File: src/rtl/pc_gen_unit.sv
`default_nettype none
// +--------------------------------------------------------------------------+
// | pc_gen_unit : pre-IF fetch PC generator with prioritised redirects and    |
// |               an IF-stage register that tags wrong-path instructions.     |
// | Revision    : 1.0                                                         |
// +--------------------------------------------------------------------------+
module pc_gen_unit #(
  parameter int unsigned       ADDR_W      = 32,
  parameter logic [ADDR_W-1:0] RESET_PC    = 32'h1c000000,
  parameter int unsigned       FETCH_BYTES = 4,
  parameter int unsigned       NUM_REDIR   = 3,
  parameter int unsigned       EX_W        = 2
) (
  input  logic                        clk,
  input  logic                        rst_n,
  output logic                        req_valid_o,
  input  logic                        req_ready_i,
  output logic [ADDR_W-1:0]           req_pc_o,
  output logic                        req_adef_o,
  input  logic [EX_W-1:0]             inst_ex_i,
  input  logic [NUM_REDIR-1:0]        redir_valid_i,
  input  logic [NUM_REDIR*ADDR_W-1:0] redir_target_i,
  input  logic                        if_leave_i,
  output logic                        if_valid_o,
  output logic [ADDR_W-1:0]           if_pc_o,
  output logic [EX_W:0]               if_ex_o,
  output logic                        if_stale_o,
  output logic                        redir_pending_o
);

  localparam int unsigned       IDX_W      = (NUM_REDIR > 1) ? $clog2(NUM_REDIR) : 1;
  localparam logic [ADDR_W-1:0] ALIGN_MASK = ADDR_W'(FETCH_BYTES - 1);

  logic                req_valid_q;
  logic [ADDR_W-1:0]   fetch_pc_q, fetch_pc_d;
  logic                pend_v_q, pend_v_d;
  logic [IDX_W-1:0]    pend_idx_q, pend_idx_d;
  logic [ADDR_W-1:0]   pend_tgt_q, pend_tgt_d;
  logic                if_valid_q, if_valid_d;
  logic [ADDR_W-1:0]   if_pc_q, if_pc_d;
  logic [EX_W:0]       if_ex_q, if_ex_d;
  logic                if_stale_q, if_stale_d;

  logic                fire;
  logic                redir_any;
  logic [IDX_W-1:0]    sel_idx;
  logic [ADDR_W-1:0]   sel_tgt;
  logic [ADDR_W-1:0]   seq_pc;

  assign fire      = req_valid_q & req_ready_i;
  assign redir_any = |redir_valid_i;
  assign seq_pc    = (fetch_pc_q & ~ALIGN_MASK) + ADDR_W'(FETCH_BYTES);

  // Scan high to low so the lowest-indexed valid channel wins.
  always_comb begin
    sel_idx = '0;
    sel_tgt = '0;
    for (int i = NUM_REDIR - 1; i >= 0; i--) begin
      if (redir_valid_i[i]) begin
        sel_idx = IDX_W'(i);
        sel_tgt = redir_target_i[i*ADDR_W +: ADDR_W];
      end
    end
  end

  always_comb begin
    fetch_pc_d = fetch_pc_q;
    pend_v_d   = pend_v_q;
    pend_idx_d = pend_idx_q;
    pend_tgt_d = pend_tgt_q;
    if_valid_d = if_valid_q;
    if_pc_d    = if_pc_q;
    if_ex_d    = if_ex_q;
    if_stale_d = if_stale_q;
    if (fire) begin
      if (redir_any)     fetch_pc_d = sel_tgt;
      else if (pend_v_q) fetch_pc_d = pend_tgt_q;
      else               fetch_pc_d = seq_pc;
      pend_v_d   = 1'b0;
      if_valid_d = 1'b1;
      if_pc_d    = fetch_pc_q;
      if_ex_d    = {req_adef_o, inst_ex_i};
      if_stale_d = redir_any | pend_v_q;
    end else begin
      // An equal-or-higher priority redirect overwrites the buffered one.
      if (redir_any && (!pend_v_q || (sel_idx <= pend_idx_q))) begin
        pend_v_d   = 1'b1;
        pend_idx_d = sel_idx;
        pend_tgt_d = sel_tgt;
      end
      if (if_leave_i) begin
        if_valid_d = 1'b0;
        if_stale_d = 1'b0;
      end
    end
  end

  always_ff @(posedge clk or negedge rst_n) begin
    if (!rst_n) begin
      req_valid_q <= 1'b0;
      fetch_pc_q  <= RESET_PC;
      pend_v_q    <= 1'b0;
      pend_idx_q  <= '0;
      pend_tgt_q  <= '0;
      if_valid_q  <= 1'b0;
      if_pc_q     <= '0;
      if_ex_q     <= '0;
      if_stale_q  <= 1'b0;
    end else begin
      req_valid_q <= 1'b1;
      fetch_pc_q  <= fetch_pc_d;
      pend_v_q    <= pend_v_d;
      pend_idx_q  <= pend_idx_d;
      pend_tgt_q  <= pend_tgt_d;
      if_valid_q  <= if_valid_d;
      if_pc_q     <= if_pc_d;
      if_ex_q     <= if_ex_d;
      if_stale_q  <= if_stale_d;
    end
  end

  assign req_valid_o     = req_valid_q;
  assign req_pc_o        = fetch_pc_q;
  assign req_adef_o      = (fetch_pc_q[1:0] != 2'b00);
  assign if_valid_o      = if_valid_q;
  assign if_pc_o         = if_pc_q;
  assign if_ex_o         = if_ex_q;
  assign if_stale_o      = if_stale_q;
  assign redir_pending_o = pend_v_q;

endmodule
`default_nettype wire

File: config.mk
export PLATFORM = sky130hd
export DESIGN_NAME = pc_gen_unit
export DESIGN_NICKNAME = d
export VERILOG_FILES = /design/src/rtl/pc_gen_unit.sv
export SDC_FILE = /design/constraint.sdc
export NUM_CORES = 1
export LEC_CHECK = 0
export ABC_AREA = 1
export BUFFER_PORTS_ARGS = -buffer_cell sky130_fd_sc_hd__buf_2
export CAP_MARGIN = 10
export CORE_AREA = 3 3 122 124
export DETAILED_ROUTE_END_ITERATION = 6
export DIE_AREA = 0 0 125 127
export PLACE_DENSITY_LB_ADDON = 0.08
export SYNTH_ARGS = -nofsm -noshare
export SYNTH_HDL_FRONTEND = slang
export SYNTH_SLANG_ARGS = --single-unit
File: constraint.sdc
create_clock -name clk -period 1.36 [get_ports clk]
set_input_delay 0.204 -clock clk [delete_from_list [all_inputs] [get_ports clk]]
set_output_delay 0.204 -clock clk [all_outputs]
set_load 0.02 [all_outputs]
* Yosys cells after proc, flatten, opt, wreduce, memory -nomap -nowiden
Index checks and enable logic that the tools add are counted.
** Word-level totals
- RAM bits :: 0
- Bits in read-only memories :: 0
- Flip-flop bits (word level) :: 105
- Memories kept :: 0
- Bits in latches :: 0
- Input port bits :: 105
- Logic and storage cells :: 35
** Operators by class
- Multipliers :: 0
- Shift-type cells :: 0
- Order comparisons :: 1
- Mux-type cells :: 13
- Eq/ne operators :: 0
- Add/sub/neg operators :: 1
- Div/mod/pow operators :: 0
- Reductions and logical operators :: 8
- Bitwise operators :: 3
** Operator list (number)
- 32-bit two-way mux :: 5
- 32-bit by 3-bit adder with 32-bit output, second input constant :: 1
- 2-bit two-way mux :: 3
- 2-bit nonzero test :: 3
- 1-bit two-way mux :: 5
- 3-bit OR reduction :: 1
- 2-bit <= comparator :: 1
- 2-bit AND reduction :: 1
- 1-bit AND :: 1
- 1-bit logical AND :: 1
- 1-bit zero test :: 1
- 1-bit logical OR :: 1
- 1-bit NOT :: 1
- 1-bit OR :: 1

* Depth between registers and ports, before layout
Gate-level depths: netlist of run 1.
- Depth in word-level cells :: 8
- Mapped depth :: 13

* Worst setup path before layout of run 1
OpenSTA, ideal clock, no wires.
- Kind :: input-to-reg
- Start :: input port redir_valid_i[0]
- End :: register pend_tgt_q[12]
- Stages on the path :: 12
- Data arrival time :: 1750 ps
- Slack :: -506 ps
- Library setup time :: 117 ps
- Required time :: 1243 ps
- Path buffers :: 4
- Cell sequence :: buf_6 nor3_4 buf_2 ha_1 inv_1 nor2_1 o21ai_0 nand3_2 buf_4 buf_6 nand2_1 nand2_1
** On the way
- Cells in the longest elaborated chain, start to end :: 5
- Elaborated cells between the ends (all ways) :: 7
- Those cells by class :: order compare: 1; mux: 2; reduce/logical: 4
** Ends and longest elaborated chain
- start, declared :: line 21 : input logic [NUM_REDIR-1:0] redir_valid_i,
- 2-bit two-way mux :: line 59 : if (redir_valid_i[i]) begin
- via sel_idx[1] :: line 46 : logic [IDX_W-1:0] sel_idx;
- 2-bit <= comparator :: line 86 : if (redir_any && (!pend_v_q || (sel_idx <= pend_idx_q))) begin
- 1-bit logical OR :: line 86
- 1-bit logical AND :: line 86
- 2-bit AND reduction (no source line)
- end signal, assigned :: line 114 : pend_tgt_q <= pend_tgt_d;
- end, declared :: line 38 : logic [ADDR_W-1:0] pend_tgt_q, pend_tgt_d;
The timed path passes the listed nets, and every way through them passes these cells.
A chain may end at the register's enable or synchronous reset.

* Worst setup path after layout of run 1
- Start :: register pend_idx_q[1]
- End :: register pend_tgt_q[8]
** On the way
- Cells in the longest elaborated chain, start to end :: 4
** Ends and longest elaborated chain
- start, declared :: line 37 : logic [IDX_W-1:0] pend_idx_q, pend_idx_d;
- start signal, assigned :: line 113 : pend_idx_q <= pend_idx_d;
- 2-bit <= comparator :: line 86
- 1-bit logical OR :: line 86
- 1-bit logical AND :: line 86
- 2-bit AND reduction (no source line)
Every way passes these cells.

==> results of run 1 <==
[cells by family after synthesis]
| logic type | synth area share [%] |
|---|---|
| AO/OA/AOI/OAI | 11.3 |
| XOR/XNOR | 1.03 |
| adder cells (fa/ha/maj) | 0.632 |
| buffers and inverters | 8.09 |
| flip-flops | 44.3 |
| other | 0.0632 |
| AND/OR/NAND/NOR | 34.5 |
[sequential cells by signal, indices dropped and copies added (netlist names)]
register / count
if_stale_o: 1
if_valid_o: 1
req_valid_o: 1
pend_idx_q: 2
if_pc_o: 32
pend_tgt_q: 32
req_pc_o: 32
redir_pending_o: 1
if_ex_o: 3
[power breakdown]
group,switching [uW],internal (uW)
logic,2390,1840
clock network,1150,1340
registers,461,3780
[layer usage]
layer	up-vias	GRT usage [%]
met4	0	6.19
met1	3062	38.8
met5	-	0
met2	257	36.2
li1	3268	-
met3	25	4.22
[worst min path at each step]
stage | from | to | slack, ns | depth (start not counted)
global route | inst_ex_i[1] | if_ex_o[1] | 0.05 | 3
finish | inst_ex_i[0] | if_ex_o[0] | 0.05 | 3
detailed placement | rst_n | if_pc_o[0] | 0.21 | 2
CTS | inst_ex_i[0] | if_ex_o[0] | 0.04 | 3
floorplan | rst_n | if_ex_o[0] | -0.09 | 0
global placement | rst_n | if_pc_o[0] | 0.21 | 2
[area by class of cell]
class / instances / area [um2] / share of cell area, %
inverters: 70 / 270 / 2.98
flip-flops and latches: 105 / 2650 / 29.3
clock inverters: 3 / 15.0 / 0.166
clock buffers: 13 / 260 / 2.87
well taps: 180 / 225 / 2.49
multi-input cells: 643 / 3420 / 37.7
repair buffers: 303 / 2220 / 24.5
[critical path, cell delays in order (launching register included)]
cell and delay, ns:
dfrtp_1 0.34, inv_2 0.05, ha_4 0.27, inv_2 0.03, nor2_1 0.09, o21ai_1 0.07, nand3_2 0.12, clkinv_4 0.14
buf_12 0.17, buf_16 0.14, nand2_4 0.05, nand2_2 0.05
[cell usage after synthesis, types with 3 or more instances]
master / count
nand4_1: 3
inv_1: 65
clkbuf_1: 19
buf_2: 11
xor2_1: 6
a41oi_1: 3
inv_2: 4
ha_1: 3
buf_6: 6
nor2_1: 63
a22oi_1: 5
nand3_1: 68
nand2_1: 357
dfstp_2: 3
o21ai_1: 4
buf_1: 3
o21ai_0: 74
a21oi_1: 34
nor2_2: 3
and2_1: 3
dfrtp_1: 102
[through the flow]
stage          setup slack, ns  utilization, %  setup TNS [ns]  hold WS [ns]
2_1_floorplan           -0.367               -          -12.04       -0.0916
3_3_place_gp            -0.319            56.2          -12.91         0.211
3_5_place_dp            -0.380            56.2          -13.94         0.210
4_1_cts                 -0.206            62.6           -7.40        0.0440
5_1_grt                 -0.342            65.3          -15.95        0.0534
6_report                -0.266            65.3          -11.01        0.0456
[repair_timing]
item	in CTS	in global routing
hold endpoints to repair	102	0
cloned	3	2
hold buffers	1	0
resized for setup	129	89
pin swaps	43	31
endpoints found under the setup margin	68	75
buffers inserted	16	7
==> metrics.txt, run 1 <==
first-pass GRT wire length=32100 um; die area=0.0159 mm2; DRC errors left=0; leakage power=0.00464 uW; Slew Limit Fails=0; clk slew on worst S/H paths=0.07 ns; M1 WL=9860 um; RR Endpoint=pend_tgt_q[8]; fillcell total=1217; Mapped Avg Cell Area=6.91 um2; hpwl dp=14700 um; unrepaired setup endpoints after global routing=yes; crit path kind=flop to flop; WL final=20500 um; FF-to-FF Start=pend_idx_q[1]; vias in the first global route=6106; startpoint types=flop; Antenna Cells=0; clock skew=0.00603 ns; Tot Pwr=11000 uW; # nets final=1240; most frequent cells in the layout=309 x nand2_1, 165 x buf_2, 86 x buf_4; #FFs+latches synth=105; fmax=0.615 GHz; Synth Warn #=0; clock insertion delay at the later pin of the skew report=0.36 ns; Synth top area share=43.0%; Buffers on Ports=176; Synth Cell Area=0.00594 mm2; DR top layer=met4; largest net degree at the start of global routing=65; critical path peak fanout=7; antenna-violating nets left=0; outcome=finished with violations; CTS root buf=clkbuf_16; crit share post-route=120%; GRT Resource Usage Total=25.0%; metal3 WL=1290 um; commonest non-fill, non-tap cell in the layout=nand2_1; Setup crit end=pend_tgt_q[8]; fin cells=1317; routed vias/inst=5.02; initial drt markers=584; minimum clock period=1.63 ns; CTS Sinks=105; reg2reg setup slack=-0.27 ns; cell count after synthesis=859; TritonCTS Buffers=9; setup violators final=66; met2 wire length=9020 um; Area after DPL=0.00780 mm2; FFs w/ async S/R, synth=100%; number of synthesized flops with an enable pin=0; Yosys top cell by area=dfrtp_1; Critical Path End Type=flop; core area=0.0139 mm2; DR pass1 iterations=6; placed cells=1277; CP arrival=1.88 ns; Die H=127 um; Setup crit start=pend_idx_q[1]; maximum clock insertion buffer count=2; Remaining Overflow, GRT=0; Seq/Total Area, Yosys=44.3%; CP Data Required Time=1.61 ns; final instance area=0.00906 mm2; Final Wtd Congestion=0.918; area growth from synthesis to layout=52.6%; Syn Nets=967; final worst slack=-0.266 ns; layout cells sized above 1=41.0%; min-delay worst type=input pin to flop; H-tree depth reported by CTS=3; Rows=43; PwrDens=1210 mW/mm2; die width=125 um; Synth area leaders=dfrtp_1 43%, nand2_1 23%, o21ai_0 6.2%; DR WL/cell=15.5 um; Worst R2R Path Depth=11; failing checks=negative setup slack; Ports=177; max-cap check violation count=0; initial antenna violation count=0; via count=6612; Netlist cell types=35; CTS tree=done; Post-synth top flop=dfrtp_1; Starting Density=42.8%; Peak VDD IR=703 uV; final hold vios=0
(Power assumes the default switching activity.)
==> inputs of run 2 (changes only) <==
CELL_PAD_IN_SITES_DETAIL_PLACEMENT = 0   (was unset)
CELL_PAD_IN_SITES_GLOBAL_PLACEMENT = 1   (was unset)
CORE_AREA = 3 3 139 141   (was 3 3 122 124)
DIE_AREA = 0 0 142 144   (was 0 0 125 127)
==> run 2 against run 1 <==
Against the previous run: the flow still finishes with violations (negative setup slack); largest power group unchanged; non-clock buffer count grew 2; highest routed layer unchanged; final cell count increased by 3.9%; combinational power decreased by 5.9%; sequential power is essentially flat; cell area decreased by 0.32%; clock-buffer cell count shrank 1; sequential share of layout area increased by 0.079 points; routed wire length is 6.3% higher; worst hold slack got worse by 0.0054 ns; clock power rose by 11%; die area up 29%; core utilization down 15 points.
==> metrics.txt, run 2 (synthesis results as in run 1) <==
DR top layer=met4; antenna-violating nets left=0 (unchanged); Sequential Power Share=38.5% (-0.2 points); vias in the first global route=6097 (-0.15%); CP Data Required Time=1.63 ns (+0.02 ns); setup violators final=62 (-6.1%); maximum clock insertion buffer count=2 (unchanged); CTS tree=done; final instance area=0.00903 mm2 (-0.32%); DR WL/cell=15.9 um (+2.3%); final hold vios=0 (unchanged); routed vias/inst=4.70 (-6.5%); min-delay worst type=input pin to flop; clock network power share=25.2% (+2.5 points); worst hold slack=0.0402 ns (-0.00539 ns); Antenna Cells=0 (unchanged); via count=6428 (-2.8%); Comb power frac=36.3% (-2.3 points); M1 WL=11100 um (+12%); CTS Sinks=105 (unchanged); minimum clock period=1.63 ns (-0.000324 ns); Final Wtd Congestion=0.858 (-6.5%); metal3 WL=1170 um (-9.2%); sw frac=36.1% (-0.43 points); Switch Pwr=3960 uW (-1.0%); first-pass GRT wire length=33500 um (+4.5%); Critical Path End Type=flop; most frequent cells in the layout=317 x nand2_1, 167 x buf_2, 100 x buf_4; crit path kind=flop to flop; TritonCTS Buffers=9 (unchanged); Ports=177 (unchanged); CP Buf/Inv Count=4 (-1); Remaining Overflow, GRT=0 (unchanged); Slew Limit Fails=0 (unchanged); final worst slack=-0.266 ns (+0.000324 ns); failing checks=negative setup slack; most frequent CP cell=inv_2; clock skew=0.00891 ns (+0.00287 ns); layout cells sized above 1=40.3% (-0.72 points); WL final=21800 um (+6.3%); die area=0.0204 mm2 (+29%); Buffers on Ports=176 (unchanged); Rows=49 (+14%); startpoint types=flop; fmax=0.615 GHz (about the same); # nets final=1243 (+0.24%); GRT Resource Usage Total=21.0% (-3.9 points); Starting Density=32.8% (-9.9 points); leakage power=0.00457 uW (-1.5%); Int Power=7020 uW (+0.83%); Area after DPL=0.00790 mm2 (+1.3%); hpwl dp=16300 um (+11%); CTS root buf=clkbuf_16; Slowest cell on crit path=dfrtp_1; H-tree depth reported by CTS=3 (unchanged); CP peak stage delay=0.38 ns (+0.04 ns); crit path cell chain=inv_2, ha_4, inv_2, nor2_2, o21ai_2, nand3_4, inv_8, buf_6, nor2_4, a41oi_2; area growth from synthesis to layout=52.1%; crit share post-route=120% (about the same); unrepaired setup endpoints after global routing=yes; met2 wire length=9330 um (+3.4%); critical path peak fanout=5 (-2); initial drt markers=265 (-55%); Peak VDD IR=698 uV (-0.74%); max-cap check violation count=0 (unchanged); cell family with most CP delay=buffers and inverters; Die H=144 um (+13%); initial antenna violation count=0 (unchanged); outcome=finished with violations; clk slew on worst S/H paths=0.07 ns (about the same); core area=0.0181 mm2 (+30%); PwrDens=1220 mW/mm2 (+0.47%); DR pass1 iterations=5 (-1); clock insertion delay at the later pin of the skew report=0.36 ns (about the same); die width=142 um (+14%); CP arrival=1.90 ns (+0.02 ns); largest net degree at the start of global routing=72 (+11%); DRC errors left=0 (unchanged); commonest non-fill, non-tap cell in the layout=nand2_1
[run 2: changes by cell type in the layout (fill, tap and decap cells not counted), sizes merged]
cell      before  now
clkinvlp       0    1
inv           68   70
clkinv         5    3
bufinv         0    1
clkbuf        15   16
bufbuf         0    1
buf          300  299
[run 2: cell type report]
type / count / area, um2
Fill cell: 1812 / 9050
Multi-Input combinational cell: 643 / 3310
Sequential cell: 105 / 2650
Timing Repair Buffer: 305 / 2190
Tap cell: 229 / 287
Inverter: 70 / 275
Clock buffer: 12 / 256
Clock inverter: 4 / 51.3
Timing Repair inverter: 1 / 11.3
[run 2: power by group through the flow]
stage	logic, uW	registers, uW	clock network, uW
final	3980	4230	2760
after global routing	4380	4300	2950
after CTS	3600	4210	2830
after detailed placement	3300	4240	0
after global placement	3280	4220	0
after floorplan	1330	4630	0
[run 2: per-layer routing]
metal | track usage (%) | vias up
met5 | 0 | -
met2 | 30.8 | 199
li1 | - | 3278
met3 | 2.94 | 12
met4 | 4.70 | 0
met1 | 32.8 | 2939
[run 2: stage by stage]
step / total power [uW] / instances / setup slack, ns / utilization (%) / TNS [ns]
2_1_floorplan: 5960 / 859 / -0.367 / - / -12.04
3_3_place_gp: 7510 / 1333 / -0.310 / 43.7 / -16.81
3_5_place_dp: 7540 / 1333 / -0.376 / 43.7 / -18.86
4_1_cts: 10600 / 1361 / -0.224 / 47.6 / -8.10
5_1_grt: 11600 / 1369 / -0.355 / 49.9 / -15.13
6_report: 11000 / 1369 / -0.266 / 49.9 / -9.21
[run 2: worst paths after layout]
| kind | startpoint | end | slack, ns | depth (start not counted) |
|---|---|---|---|---|
| worst min register to register | if_ex_o[0] | if_ex_o[0] | 0.48 | 2 |
| min in group asynchronous | rst_n | if_pc_o[5] | 0.19 | 2 |
| worst max-delay path | pend_idx_q[1] | pend_tgt_q[20] | -0.27 | 10 |
| max in group asynchronous | rst_n | redir_pending_o | 0.65 | 3 |
| worst max register to register | pend_idx_q[1] | pend_tgt_q[20] | -0.27 | 10 |
| worst min-delay path | inst_ex_i[0] | if_ex_o[0] | 0.04 | 3 |
[run 2: worst reg2reg max path: stages, from the launching register on]
cell     delay, ns
dfrtp_1       0.38
inv_2         0.08
ha_4          0.20
inv_2         0.05
nor2_2        0.03
o21ai_2       0.18
nand3_4       0.18
inv_8         0.14
buf_6         0.14
nor2_4        0.04
a41oi_2       0.14
[run 2: timing repair]
item	in CTS	in global routing
pin swaps	38	33
gates resized for setup	82	101
cloned	2	5
hold buffers	1	0
hold endpoints to repair	102	0
endpoints found under the setup margin	65	70
buffers inserted	10	8
==> inputs of run 3 (changes only) <==
PLACE_DENSITY = 0.84   (was unset)
PLACE_DENSITY_LB_ADDON = unset   (was 0.08)
==> run 3 against run 2 <==
Against the previous run: sequential share of layout area fell by 0.69 points; the run still ends with negative setup slack left; critical path depth rose by 1; worst hold slack improved by 0.012 ns; routed wire length fell by 0.31%; clock-buffer cell count did not move; core utilization rose by 1.2 points; die area did not move; via count rose by 3.0%; sequential power barely moved; maximum frequency fell by 0.16%; global-route usage fell by 0.78 points.
==> metrics.txt, run 3 (synthesis results as in run 1) <==
H-tree depth reported by CTS=3 (unchanged); leakage power=0.00471 uW (+3.0%); DRC errors left=0 (unchanged); DR pass1 iterations=6 (+1); WL final=21700 um (-0.31%); Switch Pwr=3980 uW (+0.62%); Antenna Cells=0 (unchanged); CP arrival=1.88 ns (-0.02 ns); multi-input logic area=0.00344 mm2 (+3.8%); Critical Path End Type=flop; Starting Density=32.8% (unchanged); initial antenna violation count=1 (+1); CP Data Required Time=1.61 ns (-0.02 ns); final hold vios=0 (unchanged); CTS Sinks=105 (unchanged); fillcell total=1698 (-6.3%); # nets final=1251 (+0.64%); most frequent cells in the layout=311 x nand2_1, 167 x buf_2, 93 x buf_4; clock skew=0.00709 ns (-0.00182 ns); GRT Resource Usage Total=20.2% (-0.78 points); first-pass GRT wire length=32800 um (-2.1%); routed vias/inst=4.81 (+2.4%); CTS root buf=clkbuf_16; Rows=49 (unchanged); failing checks=negative setup slack; Ports=177 (unchanged); layout cells sized above 1=41.8% (+1.5 points); clk slew on worst S/H paths=0.07 ns (about the same); CP Buf/Inv Count=1 (-3); CTS tree=done; final worst slack=-0.268 ns (-0.00262 ns); cell family with most CP delay=simple AND/OR/NAND/NOR gates; crit share post-route=120% (+0.19 points); initial drt markers=573 (+120%); Slew Limit Fails=0 (unchanged); sw frac=36.2% (+0.12 points); max-cap check violation count=0 (unchanged); Slowest cell on crit path=dfrtp_2; clock insertion delay at the later pin of the skew report=0.35 ns (about the same); unrepaired setup endpoints after global routing=yes; die width=142 um (unchanged); reg2reg setup slack=-0.27 ns (about the same); Remaining Overflow, GRT=0 (unchanged); commonest non-fill, non-tap cell in the layout=nand2_1; most frequent CP cell=nand2_1; Comb power frac=36.9% (+0.6 points); hpwl dp=15800 um (-3.1%); TritonCTS Buffers=9 (unchanged); Int Power=7020 uW (about the same); startpoint types=flop; post-layout util=51.1% (+1.2 points); setup violators final=64 (+3.2%); via count=6619 (+3.0%); Area after DPL=0.00789 mm2 (-0.22%); clock network power share=24.8% (-0.4 points); Sequential Power Share=38.3% (-0.2 points); min-delay worst type=input pin to flop; outcome=finished with violations; minimum clock period=1.63 ns (+0.00262 ns); fmax=0.614 GHz (-0.16%); Final Wtd Congestion=0.879 (+2.4%); CP peak stage delay=0.41 ns (+0.03 ns); crit path cell chain=ha_4, nand2_4, nor2_4, nand2_4, buf_6, nor2_4, nand3_1, nand3_2, nand2_1, nand2_1, nand2_1; critical path peak fanout=6 (+1); Die H=144 um (unchanged); crit path kind=flop to flop; worst slack, placed=-0.366 ns (+0.00921 ns); die area=0.0204 mm2 (unchanged); core area=0.0181 mm2 (unchanged); largest net degree at the start of global routing=73 (+1.4%); antenna-violating nets left=0 (unchanged); final instance area=0.00925 mm2 (+2.4%); vias in the first global route=6097 (unchanged); maximum clock insertion buffer count=2 (unchanged); DR WL/cell=15.8 um (-0.89%); setup_tns=-10.51 ns (-1.30 ns); Buffers on Ports=176 (unchanged); area growth from synthesis to layout=55.7%; Peak VDD IR=570 uV (-18%); PwrDens=1190 mW/mm2 (-2.0%); Register Area=0.00265 mm2 (about the same)
## run 3: changes by cell type in the layout (fill, tap and decap cells not counted), sizes merged
cell | before | now
buf | 299 | 307
inv | 70 | 68
clkinvlp | 1 | 2
clkinv | 3 | 4
## run 3: path summary, 6_finish.rpt
path                                  start           end  cells past startpoint
max in group asynchronous             rst_n    if_pc_o[5]                      3
worst min-delay path             if_leave_i    if_valid_o                      2
worst max-delay path            req_pc_o[2]  req_pc_o[30]                     11
min in group asynchronous             rst_n   if_pc_o[21]                      2
worst max register to register  req_pc_o[2]  req_pc_o[30]                     11
worst min register to register  if_pc_o[27]   if_pc_o[27]                      2
## run 3: through the flow
stage               cells  hold slack (ns)  power, uW
floorplan             859          -0.0916       5960
global placement     1324            0.161       7440
detailed placement   1324            0.159       7500
CTS                  1355           0.0453      10500
global route         1377           0.0480      11700
finish               1377           0.0526      11000
## run 3: power by group through the flow
stage	combinational, uW	clock [uW]	sequential (uW)
3_5_place_dp	3270	0	4230
2_1_floorplan	1330	0	4630
4_1_cts	3560	2790	4190
6_report	4060	2730	4220
5_1_grt	4430	2930	4290
3_3_place_gp	3220	0	4230
## run 3: per-layer routing
layer	up-vias	wire, um	track usage, %
li1	3299	-	-
met2	230	9670	29.7
met3	28	1300	3.51
met5	-	12	0
met1	3060	10300	30.8
met4	2	434	5.20
## run 3: what timing repair did
item                                   in CTS  in global routing
setup buffers                              11                 22
hold buffers                                1                  0
setup endpoints to repair                  64                 70
pin swaps                                  25                 52
endpoints found under the hold margin      19                  0
resized for setup                          76                130
cloned                                      3                  4
## run 3: area by class of cell
class                           count  share of cell area (%)
Multi-Input combinational cell    643                    37.2
Sequential cell                   105                    28.7
Timing Repair Buffer              313                    24.7
Tap cell                          229                    3.10
Inverter                           70                    2.90
Clock buffer                       12                    2.77
Clock inverter                      4                   0.555
Timing Repair inverter              1                  0.0812
